**src/rtl/pipe_front_regs_pkg.sv**
```systemverilog
// Shared constants and types for the front-end pipeline register block.
package pipe_pkg;

  localparam logic [31:0] NOP_INSTR = 32'h0000_0000;
  localparam int          PC_STEP   = 4;
  localparam logic [31:0] RESET_PC  = 32'h0000_0000;

  // Front-end sequencing state; encoding 3 is unused and recovers to RUN.
  typedef enum logic [1:0] {
    RUN    = 2'd0,
    HELD   = 2'd1,
    REFILL = 2'd2
  } front_state_t;

  // Bit positions inside the packed ID-stage control bundle.
  localparam int CTRL_REGWRITE = 0;
  localparam int CTRL_MEMWRITE = 1;

endpackage

```
**src/rtl/pipe_front_regs_if.sv**
```systemverilog
// Handshake/bus signals between the front-end register block and the rest of the core.
interface pipe_front_regs_if #(
  parameter int ADDR_W  = 32,
  parameter int INSTR_W = 32,
  parameter int CTRL_W  = 8,
  parameter int CNT_W   = 16
);

  logic               stall;
  logic               flush;
  logic [ADDR_W-1:0]  branch_target;
  logic [INSTR_W-1:0] instr_in;
  logic [CTRL_W-1:0]  ctrl_in;
  logic               memread_in;

  logic [ADDR_W-1:0]  pc;
  logic [INSTR_W-1:0] ifid_instr;
  logic [ADDR_W-1:0]  ifid_pc4;
  logic               ifid_valid;
  logic [CTRL_W-1:0]  idex_ctrl;
  logic               idex_memread;
  logic [4:0]         idex_rt;
  logic               idex_valid;
  logic [CNT_W-1:0]   stall_cnt;
  logic [CNT_W-1:0]   flush_cnt;
  logic               hang_err;
  logic [1:0]         state;

  // Surrounding core: hazard unit, branch unit, instruction memory, control unit.
  modport master (
    output stall, flush, branch_target, instr_in, ctrl_in, memread_in,
    input  pc, ifid_instr, ifid_pc4, ifid_valid, idex_ctrl, idex_memread,
           idex_rt, idex_valid, stall_cnt, flush_cnt, hang_err, state
  );

  // The register block itself.
  modport slave (
    input  stall, flush, branch_target, instr_in, ctrl_in, memread_in,
    output pc, ifid_instr, ifid_pc4, ifid_valid, idex_ctrl, idex_memread,
           idex_rt, idex_valid, stall_cnt, flush_cnt, hang_err, state
  );

endinterface

```
**src/rtl/pipe_front_regs_sat_counter.sv**
```systemverilog
// Saturating up-counter with synchronous clear; never wraps past all-ones.
module sat_counter #(
  parameter int WIDTH = 16
) (
  input  logic             clk,
  input  logic             clr,
  input  logic             inc,
  output logic [WIDTH-1:0] count
);

  // Clear wins over increment; increment stops at all-ones.
  always_ff @(posedge clk) begin
    // NOTE: sequential state uses <= so every register samples pre-edge values.
    if (clr) begin
      count <= '0;
    end else if (inc && (count != '1)) begin
      count <= count + 1'b1;
    end
  end

endmodule

```
**src/rtl/pipe_front_regs.sv**
```systemverilog
// Front-end pipeline registers: PC, IF/ID and the control half of ID/EX,
// with stall bubbling, branch redirect/squash, statistics and a stall watchdog.
module pipe_front_regs
  import pipe_pkg::*;
#(
  parameter int ADDR_W    = 32,
  parameter int INSTR_W   = 32,
  parameter int CTRL_W    = 8,
  parameter int CNT_W     = 16,
  parameter int MAX_STALL = 4
) (
  input logic               clk,
  input logic               reset,
  pipe_front_regs_if.slave  bus
);

  localparam int RUN_W = $clog2(MAX_STALL + 1);

  logic [ADDR_W-1:0]  pc;
  logic [ADDR_W-1:0]  pcPlus4;
  logic [ADDR_W-1:0]  targetAligned;
  logic [INSTR_W-1:0] ifidInstr;
  logic [ADDR_W-1:0]  ifidPc4;
  logic               ifidValid;
  logic [CTRL_W-1:0]  idexCtrl;
  logic               idexMemread;
  logic [4:0]         idexRt;
  logic               idexValid;
  logic [RUN_W-1:0]   runCnt;
  logic               hangErr;
  logic               flushTaken;
  front_state_t       curState;

  assign pcPlus4       = pc + ADDR_W'(PC_STEP);
  assign targetAligned = bus.branch_target & ~ADDR_W'(3);
  // A flush that coincides with a stall is dropped; the branch unit re-asserts it.
  assign flushTaken    = bus.flush && !bus.stall;

  // PC, IF/ID and ID/EX registers with reset > stall > flush > normal priority.
  always_ff @(posedge clk) begin
    if (reset) begin
      pc          <= ADDR_W'(RESET_PC);
      ifidInstr   <= INSTR_W'(NOP_INSTR);
      ifidPc4     <= '0;
      ifidValid   <= 1'b0;
      idexCtrl    <= '0;
      idexMemread <= 1'b0;
      idexRt      <= '0;
      idexValid   <= 1'b0;
    end else if (bus.stall) begin
      idexCtrl    <= '0;
      idexMemread <= 1'b0;
      idexRt      <= ifidInstr[20:16];
      idexValid   <= 1'b0;
    end else begin
      pc          <= bus.flush ? targetAligned : pcPlus4;
      ifidInstr   <= bus.flush ? INSTR_W'(NOP_INSTR) : bus.instr_in;
      ifidPc4     <= pcPlus4;
      ifidValid   <= !bus.flush;
      idexCtrl    <= bus.ctrl_in;
      idexMemread <= bus.memread_in;
      idexRt      <= ifidInstr[20:16];
      idexValid   <= ifidValid;
    end
  end

  // Sequencing FSM and sticky watchdog flag.
  always_ff @(posedge clk) begin
    if (reset) begin
      curState <= RUN;
      hangErr  <= 1'b0;
    end else begin
      case (curState)
        RUN, REFILL: begin
          if (bus.stall)      curState <= HELD;
          else if (bus.flush) curState <= REFILL;
          else                curState <= RUN;
        end
        HELD: begin
          if (bus.stall) begin
            curState <= HELD;
            if ((int'(runCnt) + 1) >= MAX_STALL) hangErr <= 1'b1;
          end else if (bus.flush) begin
            curState <= REFILL;
          end else begin
            curState <= RUN;
          end
        end
        default: curState <= RUN;
      endcase
    end
  end

  sat_counter #(.WIDTH(CNT_W)) u_stall_cnt (
    .clk   (clk),
    .clr   (reset),
    .inc   (bus.stall),
    .count (bus.stall_cnt)
  );

  sat_counter #(.WIDTH(CNT_W)) u_flush_cnt (
    .clk   (clk),
    .clr   (reset),
    .inc   (flushTaken),
    .count (bus.flush_cnt)
  );

  // Length of the current stall run: 1 on the first stalled edge, cleared when it ends.
  sat_counter #(.WIDTH(RUN_W)) u_run_cnt (
    .clk   (clk),
    .clr   (reset || !bus.stall),
    .inc   (bus.stall),
    .count (runCnt)
  );

  assign bus.pc           = pc;
  assign bus.ifid_instr   = ifidInstr;
  assign bus.ifid_pc4     = ifidPc4;
  assign bus.ifid_valid   = ifidValid;
  assign bus.idex_ctrl    = idexCtrl;
  assign bus.idex_memread = idexMemread;
  assign bus.idex_rt      = idexRt;
  assign bus.idex_valid   = idexValid;
  assign bus.hang_err     = hangErr;
  assign bus.state        = curState;

endmodule

```
**src/flat_wrapper.sv**
```systemverilog
// flat-port wrapper written by rule: the top's interface ports become plain ports
module pipe_front_regs_flat import pipe_pkg::*;
#(
  parameter int ADDR_W    = 32,
  parameter int INSTR_W   = 32,
  parameter int CTRL_W    = 8,
  parameter int CNT_W     = 16,
  parameter int MAX_STALL = 4
)
  (clk, reset, bus_stall, bus_flush, bus_branch_target, bus_instr_in, bus_ctrl_in, bus_memread_in, bus_pc, bus_ifid_instr, bus_ifid_pc4, bus_ifid_valid, bus_idex_ctrl, bus_idex_memread, bus_idex_rt, bus_idex_valid, bus_stall_cnt, bus_flush_cnt, bus_hang_err, bus_state);
  pipe_front_regs_if #(.ADDR_W(ADDR_W), .INSTR_W(INSTR_W), .CTRL_W(CTRL_W), .CNT_W(CNT_W)) bus_i ();
  input logic clk;
  input logic reset;
  input wire logic [$bits(bus_i.stall)-1:0] bus_stall;
  input wire logic [$bits(bus_i.flush)-1:0] bus_flush;
  input wire logic [$bits(bus_i.branch_target)-1:0] bus_branch_target;
  input wire logic [$bits(bus_i.instr_in)-1:0] bus_instr_in;
  input wire logic [$bits(bus_i.ctrl_in)-1:0] bus_ctrl_in;
  input wire logic [$bits(bus_i.memread_in)-1:0] bus_memread_in;
  output wire logic [$bits(bus_i.pc)-1:0] bus_pc;
  output wire logic [$bits(bus_i.ifid_instr)-1:0] bus_ifid_instr;
  output wire logic [$bits(bus_i.ifid_pc4)-1:0] bus_ifid_pc4;
  output wire logic [$bits(bus_i.ifid_valid)-1:0] bus_ifid_valid;
  output wire logic [$bits(bus_i.idex_ctrl)-1:0] bus_idex_ctrl;
  output wire logic [$bits(bus_i.idex_memread)-1:0] bus_idex_memread;
  output wire logic [$bits(bus_i.idex_rt)-1:0] bus_idex_rt;
  output wire logic [$bits(bus_i.idex_valid)-1:0] bus_idex_valid;
  output wire logic [$bits(bus_i.stall_cnt)-1:0] bus_stall_cnt;
  output wire logic [$bits(bus_i.flush_cnt)-1:0] bus_flush_cnt;
  output wire logic [$bits(bus_i.hang_err)-1:0] bus_hang_err;
  output wire logic [$bits(bus_i.state)-1:0] bus_state;
  assign bus_i.stall = bus_stall;
  assign bus_i.flush = bus_flush;
  assign bus_i.branch_target = bus_branch_target;
  assign bus_i.instr_in = bus_instr_in;
  assign bus_i.ctrl_in = bus_ctrl_in;
  assign bus_i.memread_in = bus_memread_in;
  assign bus_pc = bus_i.pc;
  assign bus_ifid_instr = bus_i.ifid_instr;
  assign bus_ifid_pc4 = bus_i.ifid_pc4;
  assign bus_ifid_valid = bus_i.ifid_valid;
  assign bus_idex_ctrl = bus_i.idex_ctrl;
  assign bus_idex_memread = bus_i.idex_memread;
  assign bus_idex_rt = bus_i.idex_rt;
  assign bus_idex_valid = bus_i.idex_valid;
  assign bus_stall_cnt = bus_i.stall_cnt;
  assign bus_flush_cnt = bus_i.flush_cnt;
  assign bus_hang_err = bus_i.hang_err;
  assign bus_state = bus_i.state;
  pipe_front_regs #(.ADDR_W(ADDR_W), .INSTR_W(INSTR_W), .CTRL_W(CTRL_W), .CNT_W(CNT_W), .MAX_STALL(MAX_STALL)) u_core (.clk(clk), .reset(reset), .bus(bus_i));
endmodule
```
**config.mk**
```make
export PLATFORM = sky130hd
export DESIGN_NAME = pipe_front_regs_flat
export DESIGN_NICKNAME = d
export VERILOG_FILES = /design/src/rtl/pipe_front_regs_pkg.sv /design/src/rtl/pipe_front_regs_if.sv /design/src/rtl/pipe_front_regs_sat_counter.sv /design/src/rtl/pipe_front_regs.sv /design/src/flat_wrapper.sv
export SDC_FILE = /design/constraint.sdc
export NUM_CORES = 1
export LEC_CHECK = 0
export ABC_CLOCK_PERIOD_IN_PS = 2600
export CAP_MARGIN = 20
export CORE_MARGIN = 2
export CORE_UTILIZATION = 35
export DETAILED_ROUTE_END_ITERATION = 6
export SLEW_MARGIN = 20
export SYNTH_ARGS = -nofsm -noshare
export SYNTH_HDL_FRONTEND = slang
export SYNTH_SLANG_ARGS = --single-unit
export TNS_END_PERCENT = 100
```
**constraint.sdc**
```tcl
create_clock -name clk -period 2.6 [get_ports clk]
set_input_delay 0.39 -clock clk [delete_from_list [all_inputs] [get_ports clk]]
set_output_delay 0.39 -clock clk [all_outputs]
set_load 0.02 [all_outputs]
```
==> results.cfg, run 1 <==
[clocking]
cts_setup_buffers = 0
clock_latency_ps = 420
clk_path_buf_depth = 2
clk_pin_slew_ps = 60
cts_hold_buffers = 0
cts_buffers = 17
h-tree-depth = 4
cts_resized = 0
cts_tree = done
clockRootBuffer = clkbuf_16
cts.sinks = 146

[yosys]
yosysSeqAreaShare_pct = 44.70
syn-mean-instance-area_um2 = 8.824
synth_cell_type_count = 54
netlist_area_um2 = 6539
synth_edf_count = 0
ys_seq_elements = 146
yosysTopAreaCellShare_pct = 44.70
synthTopCellsByCount = dfxtp_1, nor2_1, nand2_1
ys_async_sr_fraction_pct = 0
synthCells = 741
ys_top_cells_by_area = dfxtp_1, xnor2_1, nor2_1
ys.flop_type = dfxtp_1
synth.most_common_cell = dfxtp_1
synth_area_leader_cell = dfxtp_1
synth_warnings = 0

[timing]
tns_ps = 0
fin_skew_ps = 11.03
layout_min_cycle_time_ps = 2269
drv_slew = 0
rsz0062_at_grt = false
relSlewSlack_pct = 43.09
fmax_ghz = 0.4408
tightest_slew_ps = 851.8
setup-violations-final = 0
fin_crit_sh_pct = 87.26
finalHoldViolCount = 0

[floorplanning]
num_rows = 49
fp.coreArea_um2 = 18150
die_x_um = 140.7
die_h_um = 140.7
start_util_pct = 36.03
pin_count = 224
die_area_um2 = 19790

[placed_design]
io_buffers = 217
place.gp.congestion = 0.8132
dpl.hpwl_um = 14390

[power_and_ir_drop]
intPower_mw = 4.202
power.leakage_nw = 3.374
ir_worst_vdd_mv = 0.4677
p_total_mw = 5.638
power.net_switching_mw = 1.436
combPwrFrac_pct = 11.9
swShare_pct = 25.47
p_seq_share_pct = 42.6
powerDensity_nw_per_um2 = 595.4
p_clk_share_pct = 45.5

[global_route]
overflow = 0
grt_max_degree = 75
grt_pass1_wl_um = 31420
antenna_found_initial = 0
grt_pass1_vias = 5527
grt_usage_pct = 20.05

[critical_path]
crit_slowest_cell = nor4_1
endpoint = u_core.bus.pc[18]$_SDFFE_PP0N_
r2r-end = u_core.bus.pc[18]$_SDFFE_PP0N_
worstPathRequired_ps = 2950
r2r_setup_slack_ps = 330
crit_arrival_ps = 2620
cp-start-kind = flop
crit_start = u_core.bus.pc[3]$_SDFFE_PP0N_
reg2reg_from = u_core.bus.pc[3]$_SDFFE_PP0N_
crit_top_cell = nand3_1
cpPeakStageDelay_ps = 520
cp_max_fo = 6
worstPathCellList = ha_1, nand3_1, nor4_1, nand3_1, or3_1, a31oi_1
cp-end-kind = flop
r2r_cells = 6
worstSetupPathType = flop to flop

[routing]
vias = 6032
drt_pre_antenna_iters = 5
routed_wl_um = 20190
drtAntennaViolNets = 0
avgViaCountPerCell = 5.129
detail_route.wl_per_cell_um = 17.17
drc = 0
dr.first_iter.drc_count = 308

[run_status]
status = complete, no violations

[finish]
fin_nets = 1016
syn2layout_area_growth_pct = 44.81
n_antenna_cell = 0
drive_gt1_share_pct = 7.392

[run]
maxCapViolations = 0

[hold_path]
hold_class = primary input to flop
==> sequential cells by signal, indices dropped and copies added (netlist names) <==
| signal | count |
|---|---|
| u_core.u_flush_cnt.count | 16 |
| u_core.bus.idex_rt | 5 |
| u_core.bus.ifid_valid | 1 |
| u_core.bus.state | 2 |
| u_core.u_run_cnt.count | 3 |
| u_core.bus.ifid_instr | 32 |
| u_core.bus.hang_err | 1 |
| u_core.bus.ifid_pc4 | 30 |
| u_core.bus.pc | 30 |
| u_core.bus.idex_valid | 1 |
| u_core.bus.idex_ctrl | 8 |
| u_core.u_stall_cnt.count | 16 |
| u_core.bus.idex_memread | 1 |
==> worst min path at each step <==
stage / from / cells past startpoint / slack [ps] / to
after global placement: u_core.bus.ifid_pc4[27]$_SDFFE_PP0N_ / 2 / 440 / u_core.bus.ifid_pc4[27]$_SDFFE_PP0N_
after detailed placement: u_core.bus.ifid_pc4[28]$_SDFFE_PP0N_ / 2 / 440 / u_core.bus.ifid_pc4[28]$_SDFFE_PP0N_
after floorplan: u_core.u_run_cnt.count[1]$_SDFFE_PP0P_ / 2 / 490 / u_core.u_run_cnt.count[1]$_SDFFE_PP0P_
final: reset / 2 / 360 / u_core.u_stall_cnt.count[0]$_SDFFE_PP0P_
after CTS: reset / 2 / 360 / u_core.u_stall_cnt.count[0]$_SDFFE_PP0P_
after global routing: reset / 2 / 370 / u_core.u_stall_cnt.count[0]$_SDFFE_PP0P_
==> through the flow <==
stage                     hold slack (ps)  setup WS (ps)  utilization, %  area, µm²  instances
final                               363.7          331.2           52.18       9469       1176
after CTS                           358.0          352.8           52.18       9469       1176
after global routing                371.6          174.9           52.18       9469       1176
after global placement              435.0          400.1           48.78       8852       1144
after detailed placement            443.7          357.5           48.78       8852       1144
after floorplan                     490.9          533.1               -       6550        744
==> kinds of logic after synthesis <==
group	Yosys count	synth area share, %
and+or+nand+nor	287	22.77
buffers and inverters	71	4.784
DFF	146	44.70
adders and majority gates	5	0.9568
AOI/OAI and AO/OA	165	17.64
other	1	0.05735
muxes	13	1.990
xor gates and xnor gates	53	7.099
==> routing by layer <==
layer | vias to the layer above | routed length (µm) | track usage [%] | part of all wire, %
met2 | 189 | 8984 | 30.76 | 44
met1 | 2810 | 9472 | 27.18 | 47
met3 | 10 | 1607 | 7.405 | 8.0
met5 | - | 0 | 0 | 0
met4 | 0 | 125 | 4.053 | 0.62
li1 | 3023 | - | - | -
==> power by group through the flow <==
stage	sequential, mW	clock [mW]	combinational, mW
5_1_grt	2.41	2.74	0.724
3_3_place_gp	2.45	0	0.677
3_5_place_dp	2.45	0	0.677
4_1_cts	2.40	2.63	0.681
2_1_floorplan	2.52	0	0.254
6_report	2.40	2.57	0.673
==> placed cells by master (no fill, tap or decap), drive strengths merged, types with 15 or more instances in the layout <==
master,count
a21oi,39
nand3,30
clkdlybuf4s50,214
buf,19
o21ai,28
nand2,68
nor3,17
nor2,86
nand4,17
dfxtp,146
a22o,35
clkbuf,18
xor2,15
xnor2,38
==> final cells by class <==
cell class	count	area (µm²)
well taps	229	286.5
inverters	9	33.78
clock inverters	14	177.7
multi-input cells	527	3319
repair buffers	233	2290
clock buffers	18	439.2
flip-flops and latches	146	2923
fillers	1708	8678
==> critical path: cells and delay by family (launching register included) <==
family	cells	cell delay [ps]
adders and majority gates	1	280
and+or+nand+nor	4	1340
AOI/OAI and AO/OA	1	160
DFF	1	430
No activity file was read; power rests on OpenSTA's default activity.
==> inputs of run 2 (changes only) <==
--- a/config.mk
+++ b/config.mk
@@ -12,2 +12,3 @@
 export DETAILED_ROUTE_END_ITERATION = 6
+export GPL_TIMING_DRIVEN = 0
 export SLEW_MARGIN = 20
--- a/constraint.sdc
+++ b/constraint.sdc
@@ -3,2 +3,2 @@
 set_output_delay 0.39 -clock clk [all_outputs]
-set_load 0.02 [all_outputs]
+set_load 0.05 [all_outputs]
==> run 2 against run 1 <==
Design area up 1.3%. Utilization up 0.70 points. Worst setup slack got worse by 150 ps. Global-route usage rose by 2.1 points. Sequential share of layout area down 0.41 points. Hold slack worse by 7.8 ps. Critical path type unchanged.
==> results.cfg, run 2 (same netlist as run 1, synthesis figures left out) <==
[run_status]
status = complete, no violations

[timing]
fin_skew_ps = 5.131
rsz0062_at_grt = false
fmax_ghz = 0.4142
relSlewSlack_pct = 47.54
layout_min_cycle_time_ps = 2414
tightest_slew_ps = 786.9
drv_slew = 0
finalHoldViolCount = 0
fin_crit_sh_pct = 92.86
fin_ws_ps = 185.6
setup-violations-final = 0

[floorplanning]
die_h_um = 140.7
num_rows = 49
fp.coreArea_um2 = 18150
die_area_um2 = 19790
die_x_um = 140.7
start_util_pct = 36.03
pin_count = 224

[power_and_ir_drop]
p_clk_share_pct = 43.3
combPwrFrac_pct = 15.6
intPower_mw = 4.103
swShare_pct = 29.35
p_total_mw = 5.807
power.leakage_nw = 3.438
powerDensity_nw_per_um2 = 605.2
p_seq_share_pct = 41.0
ir_worst_vdd_mv = 0.4804
power.net_switching_mw = 1.704

[hold_path]
hp-start = reset
min_to = u_core.bus.idex_rt[2]$_SDFF_PP0_
hold-path-cell-count = 2
hold_class = primary input to flop

[critical_path]
worstSetupPathType = flop to flop
cp_max_fo = 8
worstPathRequired_ps = 2960
r2r_cells = 6
reg2reg_from = u_core.bus.pc[2]$_SDFFE_PP0N_
cp-end-kind = flop
r2r_setup_slack_ps = 190
cp-start-kind = flop
crit_arrival_ps = 2770
r2r-end = u_core.bus.pc[18]$_SDFFE_PP0N_

[placed_design]
place.gp.congestion = 0.8607
place_ws_ps = -260.2
placedInstanceArea_um2 = 8999
dpl.hpwl_um = 16420
io_buffers = 216

[run]
maxCapViolations = 0

[finish]
finish.instance_area_um2 = 9595
drive_gt1_share_pct = 6.855
final_cell_mix = clkdlybuf4s50_1, dfxtp_1, nor2_1
regArea_um2 = 2923
syn2layout_area_growth_pct = 46.75
largest_register_ffs = 32
multi_input_area_um2 = 3314
fin_nets = 1061
final_common_cell = clkdlybuf4s50_1
n_fill_cell = 1732
n_antenna_cell = 0

[global_route]
antenna_found_initial = 0
grt_pass1_wl_um = 34030
grt_usage_pct = 22.16
grt_pass1_vias = 5955
overflow = 0
grt_max_degree = 17

[clocking]
clock_latency_ps = 430
clk_pin_slew_ps = 70
clockRootBuffer = clkbuf_16
cts.sinks = 146
cts_hold_buffers = 0
clk_path_buf_depth = 2
cts_resized = 0
cts_buffers = 17
h-tree-depth = 4
cts_tree = done
cts_setup_buffers = 0

[routing]
dr.first_iter.drc_count = 335
routed_wl_um = 22200
drtAntennaViolNets = 0
drc = 0
detail_route.wl_per_cell_um = 18.18
drt_pre_antenna_iters = 4
vias = 6276
avgViaCountPerCell = 5.140
run 2: area by class of cell:
cell class                 count  share of cell area [%]
buffer                        62                   2.908
clock buffer                  17                   4.433
clock inverter                15                   1.786
inverter                       9                  0.3521
multi-input combinational    527                   34.54
sequential                   146                   30.46
tap                          229                   2.986
timing repair buffer         216                   22.53
run 2: metrics by stage:
stage	std cells	setup TNS, ps	hold slack, ps	util [%]
after CTS	1221	0	345.2	52.88
after floorplan	744	0	490.9	-
after global routing	1221	0	384.9	52.88
after detailed placement	1189	-8095	444.0	49.59
after global placement	1189	-8168	435.6	49.59
final	1221	0	355.9	52.88
run 2: power by group through the flow:
stage                     registers, mW  clock network (mW)  logic (mW)
final                              2.38                2.52       0.908
after floorplan                    2.70                   0       0.262
after global placement             2.43                   0       0.906
after detailed placement           2.43                   0       0.906
after CTS                          2.38                2.56       0.910
after global routing               2.39                2.66       0.960
run 2: critical path: stages, from the launching register on:
cell,delay [ps]
dfxtp_1,480
ha_1,290
nand3_1,220
nor4_1,470
nand3_1,310
or3_1,410
a31oi_1,150
run 2: how the worst max path moves through the flow:
stage                                  startpoint                                endpoint  slack (ps)  cells after the start
finish              u_core.bus.pc[2]$_SDFFE_PP0N_          u_core.bus.pc[18]$_SDFFE_PP0N_         190                      6
global route                            bus_stall   u_core.bus.ifid_instr[9]$_SDFFE_PP0N_          40                      7
CTS                                     bus_stall  u_core.bus.ifid_instr[10]$_SDFFE_PP0N_         170                      7
detailed placement                      bus_stall  u_core.bus.ifid_instr[10]$_SDFFE_PP0N_        -260                      7
global placement                        bus_stall  u_core.bus.ifid_instr[11]$_SDFFE_PP0N_        -280                      7
floorplan           u_core.bus.pc[2]$_SDFFE_PP0N_          u_core.bus.pc[28]$_SDFFE_PP0N_         290                      7
run 2: routing by layer:
layer / GRT usage [%] / share of wire (%) / wire length (µm)
met2: 35.56 / 44 / 9846
met3: 6.488 / 8.6 / 1911
met1: 29.20 / 46 / 10160
met5: 0 / 0 / 0
met4: 6.105 / 1.2 / 274
==> inputs of run 3 (changes only) <==
Settings changed: ABC_CLOCK_PERIOD_IN_PS 2600 to 2500, CORE_UTILIZATION 35 to 40, PLACE_DENSITY set to 0.72.
Clock period 2.6 ns to 2.5 ns, I/O delays scaled along.
==> run 3 against run 2 <==
Die area decreased by 12%. Non-clock buffer count unchanged. Cell count decreased by 1.1%. Sequential share of layout area increased by 0.12 points. Largest power group is now registers. Routed wire length decreased by 3.7%. First-iteration DRC count increased by 51%. Clock power decreased by 2%. Critical endpoint is now u_core.bus.ifid_instr[26]$_SDFFE_PP0N_. Clock-buffer cell count increased by 1.
==> results.cfg, run 3 (same netlist as run 1, synthesis figures left out) <==
[finish]
final_util_pct = 59.96
finish.instance_area_um2 = 9559
regArea_um2 = 2923
largest_register_ffs = 32
syn2layout_area_growth_pct = 46.19
final_common_cell = clkdlybuf4s50_1
multi_input_area_um2 = 3321
n_fill_cell = 1441
fin_nets = 1061
final_cell_mix = clkdlybuf4s50_1, dfxtp_1, nor2_1
n_antenna_cell = 0
drive_gt1_share_pct = 7.056

[critical_path]
worstSetupPathType = primary input to flop
cp-start-kind = primary input
worstPathRequired_ps = 2870
crit_start = bus_stall
worstPathCellList = clkdlybuf4s50_1, buf_2, inv_2, nand2_1, nor2_1, clkbuf_1, a22o_1
worst-path-buf-inv = 4
cpPeakStageDelay_ps = 470
crit_slowest_cell = clkdlybuf4s50_1
cpLargestDelayFamily = buffers and inverters
crit_arrival_ps = 2690
cp_max_fo = 10
cp-end-kind = flop
reg2reg_from = u_core.bus.pc[2]$_SDFFE_PP0N_

[routing]
drc = 0
avgViaCountPerCell = 5.336
detail_route.wl_per_cell_um = 17.69
routed_wl_um = 21370
drtAntennaViolNets = 0
dr.first_iter.drc_count = 505
drt_pre_antenna_iters = 5
vias = 6446

[floorplanning]
start_util_pct = 41.01
pin_count = 224
num_rows = 46
die_x_um = 131.9
fp.coreArea_um2 = 15940
die_area_um2 = 17390
die_h_um = 131.9

[placed_design]
place.gp.congestion = 0.8930
placedInstanceArea_um2 = 8982
io_buffers = 216
dpl.hpwl_um = 15890

[clocking]
cts_setup_buffers = 0
cts.sinks = 146
clockRootBuffer = clkbuf_16
cts_hold_buffers = 0
clock_latency_ps = 420
clk_path_buf_depth = 2
cts_buffers = 17
h-tree-depth = 4
cts_tree = done
clk_pin_slew_ps = 60

[hold_path]
hold_class = primary input to flop
hp-start = reset

[power_and_ir_drop]
powerDensity_nw_per_um2 = 614.8
p_total_mw = 5.877
ir_worst_vdd_mv = 0.5108
power.leakage_nw = 3.427

[global_route]
grt_pass1_vias = 6106
grt_max_degree = 17
antenna_found_initial = 0
grt_pass1_wl_um = 33760
grt_usage_pct = 24.42
overflow = 0

[timing]
rsz0062_at_grt = false
tightest_slew_ps = 725.6
finalHoldViolCount = 0
setup-violations-final = 0
relSlewSlack_pct = 51.63
fmax_ghz = 0.4295
drv_slew = 0
layout_min_cycle_time_ps = 2328
fin_crit_sh_pct = 93.13
fin_skew_ps = 5.542

[run_status]
status = complete, no violations

[run]
maxCapViolations = 0
run 3: final cells by class:
| class | count | share of cell area, % |
|---|---|---|
| multi-input cells | 527 | 34.74 |
| clock inverters | 14 | 1.361 |
| well taps | 216 | 2.827 |
| plain buffers | 62 | 2.932 |
| repair buffers | 216 | 22.62 |
| flip-flops and latches | 146 | 30.58 |
| clock buffers | 18 | 4.594 |
| inverters | 9 | 0.3534 |
run 3: what timing repair did:
item | 4_1_cts | 5_1_grt
hold endpoints to repair | 0 | 0
setup endpoints to repair | 0 | 11
resized for setup | 0 | 3
run 3: path summary, 6_finish.rpt:
kind | endpoint | slack [ps] | depth (start not counted)
min reg2reg | u_core.bus.ifid_pc4[28]$_SDFFE_PP0N_ | 460 | 2
max | u_core.bus.ifid_instr[26]$_SDFFE_PP0N_ | 170 | 7
min | u_core.bus.idex_rt[2]$_SDFF_PP0_ | 340 | 2
max reg2reg | u_core.bus.pc[30]$_SDFFE_PP0N_ | 210 | 7
run 3: per-stage QoR:
step | setup slack (ps) | setup TNS, ps | hold WS (ps) | std cells
2_1_floorplan | 194.7 | 0 | 490.9 | 744
3_3_place_gp | -324.8 | -9021 | 433.7 | 1176
3_5_place_dp | -349.3 | -9007 | 446.0 | 1176
4_1_cts | 89.78 | 0 | 335.2 | 1208
5_1_grt | 54.34 | 0 | 358.7 | 1208
6_report | 171.9 | 0 | 341.2 | 1208
run 3: per-layer routing:
metal | up-vias | global-route usage [%] | wire, µm
met5 | - | 0 | 0
met4 | 0 | 7.609 | 259
met2 | 268 | 40.34 | 10190
met1 | 3050 | 30.05 | 8990
li1 | 3103 | - | -
met3 | 25 | 8.381 | 1929
run 3: power by group:
| group | internal, mW | leakage [nW] | switching [mW] |
|---|---|---|---|
| clock network | 1.41 | 0.283 | 1.05 |
| logic | 0.354 | 1.95 | 0.587 |
| registers | 2.41 | 1.19 | 0.0684 |
